===== src/rtl/mul_div_unit.sv =====
// Integer multiply/divide unit for the M extension. It accepts one op at a time and returns the result tagged with the instruction id.
// Latency: MUL* completes after MUL_CYCLES enabled edges. DIV/REM by zero or signed overflow completes after 1 edge; other DIV/REM ops complete after XLEN+1 edges.
// Backpressure: unit_available is low while an op is in flight. rdy_in=0 freezes all state, and flush_pipline aborts the op in flight.
module mul_div_unit #(
    parameter int XLEN       = 32,
    parameter int ID_W       = 3,
    parameter int MUL_CYCLES = 2
) (
    input  logic            clk_in,
    input  logic            rst_in,
    input  logic            rdy_in,
    input  logic            flush_pipline,
    input  logic            have_ins,
    input  logic [ID_W-1:0] ins_id,
    input  logic [XLEN-1:0] rs1_val,
    input  logic [XLEN-1:0] rs2_val,
    input  logic [2:0]      funct3,
    output logic            unit_available,
    output logic            res_rdy,
    output logic [XLEN-1:0] res_val,
    output logic [ID_W-1:0] res_ins_id
);

    localparam int CNT_MAX = (XLEN > MUL_CYCLES) ? XLEN : MUL_CYCLES;
    localparam int CNT_W   = $clog2(CNT_MAX + 1);
    localparam logic [XLEN-1:0] MIN_NEG = {1'b1, {(XLEN-1){1'b0}}};

    typedef enum logic [1:0] {ST_IDLE, ST_MUL, ST_DIV} state_t;

    state_t          state_q, state_d;
    logic [CNT_W-1:0] cnt_q, cnt_d;
    logic [2:0]      f3_q, f3_d;
    logic [ID_W-1:0] tag_q, tag_d;
    // opa: multiplicand, or dividend magnitude shifting into the quotient
    // opb: multiplier, or divisor magnitude
    logic [XLEN-1:0] opa_q, opa_d, opb_q, opb_d;
    // rem: partial remainder, or the precomputed result of a trivial divide
    logic [XLEN-1:0] rem_q, rem_d;
    logic            neg_quo_q, neg_quo_d, neg_rem_q, neg_rem_d;
    logic            fast_q, fast_d;
    logic            res_rdy_d;
    logic [XLEN-1:0] res_val_d;
    logic [ID_W-1:0] res_id_d;

    logic              signed_div, rs1_neg, rs2_neg, div_zero, div_ovf;
    logic [XLEN-1:0]   rs1_mag, rs2_mag, fast_res;
    logic              mul_sa, mul_sb;
    logic [2*XLEN-1:0] a_ext, b_ext, prod;
    logic [XLEN-1:0]   mul_res, quo_fix, rem_fix, div_res;
    logic [XLEN:0]     rem_sh, diff;

    assign unit_available = (state_q == ST_IDLE);

    // Operand preparation at issue, multiplier datapath, and one restoring-division step
    always_comb begin
        signed_div = ~funct3[0];
        rs1_neg    = signed_div & rs1_val[XLEN-1];
        rs2_neg    = signed_div & rs2_val[XLEN-1];
        rs1_mag    = rs1_neg ? -rs1_val : rs1_val;
        rs2_mag    = rs2_neg ? -rs2_val : rs2_val;
        div_zero   = (rs2_val == '0);
        div_ovf    = signed_div && (rs1_val == MIN_NEG) && (rs2_val == '1);
        if (div_zero)
            fast_res = funct3[1] ? rs1_val : '1;
        else
            fast_res = funct3[1] ? '0 : rs1_val;

        mul_sa  = (f3_q == 3'b001) || (f3_q == 3'b010);
        mul_sb  = (f3_q == 3'b001);
        a_ext   = {{XLEN{mul_sa & opa_q[XLEN-1]}}, opa_q};
        b_ext   = {{XLEN{mul_sb & opb_q[XLEN-1]}}, opb_q};
        prod    = a_ext * b_ext;
        mul_res = (f3_q == 3'b000) ? prod[XLEN-1:0] : prod[2*XLEN-1:XLEN];

        rem_sh  = {rem_q, opa_q[XLEN-1]};
        diff    = rem_sh - {1'b0, opb_q};
        quo_fix = neg_quo_q ? -opa_q : opa_q;
        rem_fix = neg_rem_q ? -rem_q : rem_q;
        div_res = f3_q[1] ? rem_fix : quo_fix;
    end

    // Next-state and output logic; flush takes priority over issue and completion
    always_comb begin
        state_d   = state_q;
        cnt_d     = cnt_q;
        f3_d      = f3_q;
        tag_d     = tag_q;
        opa_d     = opa_q;
        opb_d     = opb_q;
        rem_d     = rem_q;
        neg_quo_d = neg_quo_q;
        neg_rem_d = neg_rem_q;
        fast_d    = fast_q;
        res_rdy_d = 1'b0;
        res_val_d = res_val;
        res_id_d  = res_ins_id;

        if (flush_pipline) begin
            state_d = ST_IDLE;
            cnt_d   = '0;
        end else begin
            case (state_q)
                ST_IDLE: begin
                    if (have_ins) begin
                        f3_d  = funct3;
                        tag_d = ins_id;
                        if (!funct3[2]) begin
                            state_d = ST_MUL;
                            cnt_d   = CNT_W'(MUL_CYCLES - 1);
                            opa_d   = rs1_val;
                            opb_d   = rs2_val;
                            fast_d  = 1'b0;
                        end else if (div_zero || div_ovf) begin
                            // Trivial divides reuse the MUL wait state with a zero count
                            // so they finish on the next edge without entering DIV.
                            state_d = ST_MUL;
                            cnt_d   = '0;
                            rem_d   = fast_res;
                            fast_d  = 1'b1;
                        end else begin
                            state_d   = ST_DIV;
                            cnt_d     = CNT_W'(XLEN);
                            opa_d     = rs1_mag;
                            opb_d     = rs2_mag;
                            rem_d     = '0;
                            neg_quo_d = rs1_neg ^ rs2_neg;
                            neg_rem_d = rs1_neg;
                            fast_d    = 1'b0;
                        end
                    end
                end
                ST_MUL: begin
                    if (cnt_q == '0) begin
                        state_d   = ST_IDLE;
                        res_rdy_d = 1'b1;
                        res_val_d = fast_q ? rem_q : mul_res;
                        res_id_d  = tag_q;
                    end else begin
                        cnt_d = cnt_q - CNT_W'(1);
                    end
                end
                ST_DIV: begin
                    if (cnt_q != '0) begin
                        cnt_d = cnt_q - CNT_W'(1);
                        if (!diff[XLEN]) begin
                            rem_d = diff[XLEN-1:0];
                            opa_d = {opa_q[XLEN-2:0], 1'b1};
                        end else begin
                            rem_d = rem_sh[XLEN-1:0];
                            opa_d = {opa_q[XLEN-2:0], 1'b0};
                        end
                    end else begin
                        state_d   = ST_IDLE;
                        res_rdy_d = 1'b1;
                        res_val_d = div_res;
                        res_id_d  = tag_q;
                    end
                end
                default: state_d = ST_IDLE;
            endcase
        end
    end

    // State register: synchronous reset, frozen on edges where rdy_in is low
    always_ff @(posedge clk_in) begin
        if (!rst_in) begin
            state_q    <= ST_IDLE;
            cnt_q      <= '0;
            f3_q       <= '0;
            tag_q      <= '0;
            opa_q      <= '0;
            opb_q      <= '0;
            rem_q      <= '0;
            neg_quo_q  <= 1'b0;
            neg_rem_q  <= 1'b0;
            fast_q     <= 1'b0;
            res_rdy    <= 1'b0;
            res_val    <= '0;
            res_ins_id <= '0;
        end else if (rdy_in) begin
            state_q    <= state_d;
            cnt_q      <= cnt_d;
            f3_q       <= f3_d;
            tag_q      <= tag_d;
            opa_q      <= opa_d;
            opb_q      <= opb_d;
            rem_q      <= rem_d;
            neg_quo_q  <= neg_quo_d;
            neg_rem_q  <= neg_rem_d;
            fast_q     <= fast_d;
            res_rdy    <= res_rdy_d;
            res_val    <= res_val_d;
            res_ins_id <= res_id_d;
        end
    end

endmodule

===== config.mk =====
export PLATFORM = sky130hd
export DESIGN_NAME = mul_div_unit
export DESIGN_NICKNAME = d
export VERILOG_FILES = /design/src/rtl/mul_div_unit.sv
export SDC_FILE = /design/constraint.sdc
export NUM_CORES = 2
export LEC_CHECK = 0
export BUFFER_PORTS_ARGS = -buffer_cell sky130_fd_sc_hd__buf_4
export CAP_MARGIN = 20
export CORE_MARGIN = 4
export CORE_UTILIZATION = 59
export CTS_BUF_LIST = sky130_fd_sc_hd__clkbuf_8
export DETAILED_ROUTE_END_ITERATION = 8
export HOLD_SLACK_MARGIN = 0.03
export PLACE_DENSITY = 0.88
export RECOVER_POWER = 50
export SETUP_SLACK_MARGIN = 0.2
export SYNTH_ARGS = -nofsm -noshare
export SYNTH_HDL_FRONTEND = slang
export SYNTH_SLANG_ARGS = --single-unit

===== constraint.sdc =====
create_clock -name clk_in -period 9.05 [get_ports clk_in]
set_input_delay 0.4525 -clock clk_in [delete_from_list [all_inputs] [get_ports clk_in]]
set_output_delay 0.4525 -clock clk_in [all_outputs]
set_load 0.01 [all_outputs]

Yosys cells after proc, flatten, opt, wreduce, memory -nomap -nowiden
Index checks and enable logic that the tools add are counted.

Flip-flop bits (word level): 149. Input bits: 75. Output and inout port bits: 37. Word-level logic and storage cells: 116.

Add/subtract/negate cells: 6. Multipliers: 1. Eq/ne operators: 18. Multiplexer cells: 50. Bitwise operators: 8. Reduce and logical (&&, ||, !) cells: 20.

Operators by type and width (count): 2-to-1 mux 32 bit (23); one-hot mux 32 bit (2 select lines) (3); negator 32 bit (4); equality test 32 bit (second input constant) (2); multiplier 33 x 33 -> 64 bit (1); 2-to-1 mux 6 bit (6); subtractor 33 x 32 -> 33 bit (1); logical NOT 32 bit (1); != test 3 bit (second input constant) (6); one-hot mux 6 bit (3 select lines) (1); AND reduction 6 bit (3); AND reduction 5 bit (3); 2-to-1 mux 2 bit (6); != test 2 bit (second input constant) (6); AND reduction 4 bit (2); logical NOT 6 bit (1); 2-to-1 mux 1 bit (6); 2-to-1 mux 3 bit (2); one-hot mux 2 bit (3 select lines) (1); one-hot mux 3 bit (2 select lines) (1); nonzero test 6 bit (1); subtractor 6 x 1 -> 6 bit (second input constant) (1); bitwise AND 1 bit (4); nonzero test 2 bit (2); other kinds (12) (16).

Logic depth before layout (Yosys ltp)
Word-level depth: 9. Mapped depth: 32. Depth with buffers taken out: 29.

Least setup slack after synthesis
OpenSTA, ideal clock, no wires.

Path kind: flip-flop to flip-flop. From: register f3_q[0]. To: register res_val[28]. Setup time: 0.120 ns. Data arrival time: 8.195 ns. Data required time: 8.930 ns. Slack: 0.735 ns. Cell stages (with the launch flop): 30. Path buffers: 1. Period minus slack after synthesis: 8.315 ns. Path through: dfxtp_1 xnor2_1 nor3_1 nand2_1 inv_1 fa_1 inv_1 fa_1 inv_1 fa_1 inv_1 fa_1 inv_1 fa_1 fa_1 fa_1 inv_1 fa_1 inv_1 ha_1 clkbuf_1 a21oi_1 o21ai_0 a21o_1 a21o_1 a21oi_1 nor2b_1 a311oi_1 mux2i_1 a21oi_1.

Word-level cells in the longest chain between the ends: 8. Elaborated cells on any way between the ends: 11.

RTL lines: from (decl) (RTL line 32) `logic [2:0] f3_q, f3_d;`; from (signal assigned) (RTL line 169) `f3_q <= '0;`; from (signal assigned) (RTL line 183) `f3_q <= f3_d;`; equality test 3 x 1 -> 1 bit / equality test 3 x 2 -> 1 bit (equally long branches) (RTL line 68, 69); logical OR 1 bit (RTL line 68) `mul_sa = (f3_q == 3'b001) || (f3_q == 3'b010);`; bitwise AND 1 bit (RTL line 70) `a_ext = {{XLEN{mul_sa & opa_q[XLEN-1]}}, opa_q};`; multiplier 33 x 33 -> 64 bit (RTL line 72) `prod = a_ext * b_ext;`; 2-to-1 mux 32 bit (*) (RTL line 73) `mul_res = (f3_q == 3'b000) ? prod[XLEN-1:0] : prod[2*XLEN-1:XLEN];`; 2-to-1 mux 32 bit (*) (RTL line 136) `res_val_d = fast_q ? rem_q : mul_res;`; 2-to-1 mux 32 bit (*) (RTL line 133) `if (cnt_q == '0) begin`; one-hot mux 32 bit (2 select lines) (*) (RTL line 102) `case (state_q)`; to (signal assigned) (RTL line 192) `res_val <= res_val_d;`; to (decl) (RTL line 20) `output logic [XLEN-1:0] res_val,`.

Every way passes the cells marked *; elsewhere a longest branch is shown, timed or not. The select of a mux whose other input is x is not followed. A chain may end at the register's enable or synchronous reset.

Worst setup path after layout
From: register opa_q[18]. To: register res_val[31].

Word-level cells in the longest chain between the ends: 5. Elaborated cells on any way between the ends: 9.

RTL lines: from (decl) (RTL line 36) `logic [XLEN-1:0] opa_q, opa_d, opb_q, opb_d;`; from (signal assigned) (RTL line 185) `opa_q <= opa_d;`; multiplier 33 x 33 -> 64 bit / negator 32 bit (equally long branches) (RTL line 72, 77); 2-to-1 mux 32 bit (on tied branches) (RTL line 73, 77); 2-to-1 mux 32 bit (on tied branches) (RTL line 136, 79); 2-to-1 mux 32 bit (on tied branches) (RTL line 133, 143); one-hot mux 32 bit (2 select lines) (*) (RTL line 102).

Marked as above.

==> summary.md <==
In this run the power density over the cells is 50.4 nW/um^2. Of all nets on the critical path, the largest fanout is 27. In this run the cell area of the synthesized design comes to 50,000 sq um.

The type of the most critical hold path was in -> reg. The tools report the fraction of the yosys area taken by sequential cells as 5.96%. The net count of the finished layout is 7,346. The count of buffers inserted at the top-level ports is 111, and the cell count after placement is 6,998.

The tools report the end of the worst hold path as tag_q[2]$_SDFFE_PN0P_. The most numerous cell type found on the critical path is fa_1. Summed over all nets, the switching power comes to 0.00130 W. Global routing used 36.4% of the available tracks across all layers. The highest-delay cell along the critical path is dfxtp_1. The largest area contributor in the netlist is fa_1. The area added between synthesis and finish was 5.45%. The worst hold path was traced through 3 stages. Summed over all cells, the static leakage comes to 24.2 nW. The tools report the final number of max-transition violations as 161. The setup path with the least slack is of type reg -> reg. The reg-to-reg endpoint is res_val[31]$_SDFFE_PN0P_. At the worst endpoint, the required time is 9.33 ns.

The row count is 106. The most common library cell in the layout ignoring fill and taps is inv_1. The largest single stage delay on the critical path is 0.75 ns. After the flow finishes, the layout carries non-filler instances totaling 7,040.

Counting every net in the synthesized netlist gives 7,407. Across all layers, the routed design uses 43,200 vias. In the synthesized netlist, mux cells make up 0.388% of the area.

The die boundary width was 299 um. The startpoint identified for the worst hold timing path is ins_id[2]. The H-tree generated during clock tree synthesis spans 4 levels. In this run the clock root is driven by a clkbuf_8. In the layout the commonest cells are inv_1, fa_1, nand2_1, nor2_1, and2_1. Detailed placer's ending HPWL: 132 mm.

Flip-flop cell with the highest count after synthesis: dfxtp_1. The clock edge transition at the registers on the reported setup and hold paths is 0.10 ns, and the flop-to-flop setup slack is 0.39 ns. Of the total power, combinational logic draws 50.1%. Setup violations remaining at the end of the flow were counted as 0.

The die outline area was 89,500 sq um. The average routed wire per standard cell was 22.8 um; the total chip power was 0.00266 W. Of the total power, registers draw 28.8%. Entering global routing, the biggest net connects 71 pins. Sum of buffers and inverters on the critical path: 5.

Data arrives at the worst endpoint at 8.94 ns. Of the total power, the share spent switching nets is 49.1%. The category of cells accounting for the largest share of critical-path delay is adder cells. Share of synthesized cell area in and, or, nand and nor gates: 16.2%.

No sink is reached through more buffers than the 2 on the longest clock path. The synthesized design devotes to its leading area cell type 45.1% of total area. In this run, CTS created clock tree buffers numbering 17. The detailed router finished its first iteration with 4,547 violations. After Yosys synthesis, XOR and XNOR cells account for 3.66% of the synthesized area.

Counting cells, the worst reg-to-reg path comes to 24. The effective utilization at floorplan was 59.7%; the number of enable flip-flop cells after synthesis was 0. TritonCTS built the clock tree. For the number of antenna violations at the first check in global routing, the log shows 12.

The clock network is responsible for 21.1% of the overall power. The run finished, with violations left. Of the total synthesized cell area, the portion taken by full adders, half adders and majority gates is 52.0%. Based on the critical path, the design can be clocked at up to 0.115 GHz. Pin placement for this block handled 112 I/O pins. Of all flip-flops after synthesis, the portion carrying an async set or reset was 0%.

In this run the critical register-to-register path is launched from opa_q[18]$_SDFFE_PN0P_. The core region is 83,800 sq um. Counting every instance in the synthesized netlist gives 5,951. On the final layout, the worst hold slack is 0.154 ns.

The worst setup path startpoint was opa_q[18]$_SDFFE_PN0P_. The number of filler instances in the final layout was 6,719. After synthesis, the largest family of logic cells by area is adder cells.

Using the TritonRoute via totals, the vias-per-cell ratio works out to 6.14. Dividing the synthesized area by the synthesized cell count gives 8.40 sq um. The tools report the number of maximum-capacitance constraint violations as 3. The weighted congestion at the end of routability-driven global placement was 1.04; the part of the cycle the worst path needs was 95.7%. The measured slew at the worst slew-check pin was 3.95 ns; the final count of hold timing violations was 0. The run gives -163% as the worst-case headroom to the max-slew limit. The logs give 0.54 ns for the worst-skew pair later-pin latency and 149 for the clock sink count. In the final layout, the share of cells above drive strength 1 is 6.05%. The number of hold buffers added after CTS was 0; the clock tree skew after final layout was 0.0198 ns. The synthesized design contains 149 register bits. Number of search-and-repair iterations in the first detailed-routing pass: 9.

STA classifies the critical path startpoint as a flip-flop. The area fraction in compound gates after synthesis is 9.42%. The number of different library cells used by synthesis comes to 80. Across the VDD grid, the largest voltage drop is 0.0674 mV. The first global-routing pass estimated 252 mm of wire. Sorting the synthesized cells by area gives the leading types as fa_1, inv_1, nand2_1, ha_1, dfxtp_1.

For the post-detailed-route DRC marker count, the log shows 0. The checks that failed: max-capacitance violations, max-slew violations. The die is 299 um tall. The tools report the via count of the first global-routing pass as 46,300. Setup repair after global routing could not meet its margin everywhere. Internal power comes to 0.00135 W. The residual antenna-violating net count after detailed routing was 0. The final critical-path required period is 8.66 ns, and the detailed-route wire length is 160 mm. Walking the worst path, the cells encountered are buf_4 > nand2_1 > fa_1 > inv_1 > fa_1 > inv_1 > fa_1 > fa_1 > fa_1 > fa_1 > fa_1 > fa_1 > inv_1 > ha_1 > and4_1 > buf_4 > and3_1 > o2111ai_1 > a21oi_2 > o211ai_1 > a21oi_1 > mux2i_1 > o221ai_1 > o21ai_1. Global routing finished with a remaining overflow of 0. Setup TNS after final layout: 0 ns. The worst setup path is captured at a flip-flop. The Yosys step of the flow raised 0 warnings.
-- Yosys cell counts (all sizes together) (5+ instances only) --
library cell and n:
a2111oi 5, a211o 6, a211oi 45, a21boi 6, a21o 53, a21oi 231
a221oi 12, a311oi 5, a31oi 58, and2 261, and3 19, and4 13
buf 58, clkbuf 324, dfxtp 149, fa 1126, ha 255, inv 1248
maj3 29, mux2i 16, nand2 905, nand2b 20, nand3 69, nand4 20
nor2 298, nor2b 15, nor3 36, nor4 31, o2111ai 9, o211ai 31
o21a 11, o21ai 175, o21bai 12, o22ai 6, o31ai 34, o41ai 13
or2 15, or3 47, or4 17, xnor2 115, xor2 94
-- how the worst max path moves through the flow --
| stage | end | slack, ns | depth (start not counted) |
|---|---|---|---|
| after global placement | res_val[28]$_SDFFE_PN0P_ | 0.36 | 26 |
| after floorplan | res_val[28]$_SDFFE_PN0P_ | 0.74 | 29 |
| after global routing | res_val[28]$_SDFFE_PN0P_ | 0.15 | 27 |
| after detailed placement | res_val[28]$_SDFFE_PN0P_ | 0.29 | 25 |
| after CTS | res_val[28]$_SDFFE_PN0P_ | 0.21 | 25 |
| final | res_val[31]$_SDFFE_PN0P_ | 0.39 | 24 |
-- state kept, by name (all words and copies together) (netlist names) --
name / cells
f3_q: 3
res_rdy: 1
opb_q: 32
neg_rem_q: 1
res_ins_id: 3
rem_q: 32
tag_q: 3
fast_q: 1
opa_q: 32
res_val: 32
neg_quo_q: 1
state_q: 2
cnt_q: 6
-- cell type report --
cell class | count | area (sq um) | area share [%]
multi-input cells | 4171 | 41000 | 77.7
clock buffers | 19 | 262 | 0.496
clock inverters | 13 | 110 | 0.209
flip-flops and latches | 149 | 3000 | 5.68
repair buffers | 302 | 2280 | 4.32
inverters | 1249 | 4700 | 8.91
diodes | 3 | 7.51 | 0.0142
well taps | 1134 | 1420 | 2.69
-- power groups by stage --
stage / Combinational [W] / Clock (W) / Sequential (W)
after floorplan: 0.000851 / 0 / 0.000713
after global placement: 0.00123 / 0 / 0.000776
after global routing: 0.00143 / 0.000579 / 0.000765
after detailed placement: 0.00127 / 0 / 0.000777
final: 0.00133 / 0.000560 / 0.000764
after CTS: 0.00128 / 0.000552 / 0.000762
-- kinds of logic (layout without fill, tap and decap cells) --
| family | after synthesis | in the layout |
|---|---|---|
| compound gates | 752 | 752 |
| xor+xnor | 209 | 209 |
| simple gates | 1781 | 1781 |
| other cells | 0 | 3 |
| flops | 149 | 149 |
| buf+inv | 1631 | 1583 |
| fa+ha+maj | 1410 | 1410 |
| mux | 19 | 19 |
-- per-layer routing --
layer / track usage (%) / part of all wire, % / up-vias
met3: 10.0 / 12 / 900
li1: - / - / 17900
met4: 25.3 / 9.0 / 14
met5: 0 / 0.064 / -
met2: 56.5 / 44 / 3012
met1: 44.2 / 34 / 21300
-- stage by stage --
stage	worst slack (ns)	instance area [sq um]	util, %
2_1_floorplan	0.735	50000	-
3_3_place_gp	0.358	52300	62.4
3_5_place_dp	0.286	52300	62.4
4_1_cts	0.205	52700	62.8
5_1_grt	0.147	52700	62.9
6_report	0.391	52700	62.9
-- timing repair --
| action | in CTS | in global routing |
|---|---|---|
| endpoints found under the setup margin | 0 | 19 |
| gates resized for setup | 0 | 20 |
| buffers inserted | 0 | 3 |
-- tightest hold or removal path, stage by stage --
cell,delay [ns]
buf_4,0.08
mux2i_1,0.05
nor2_1,0.08
(Power assumes the default switching activity.)
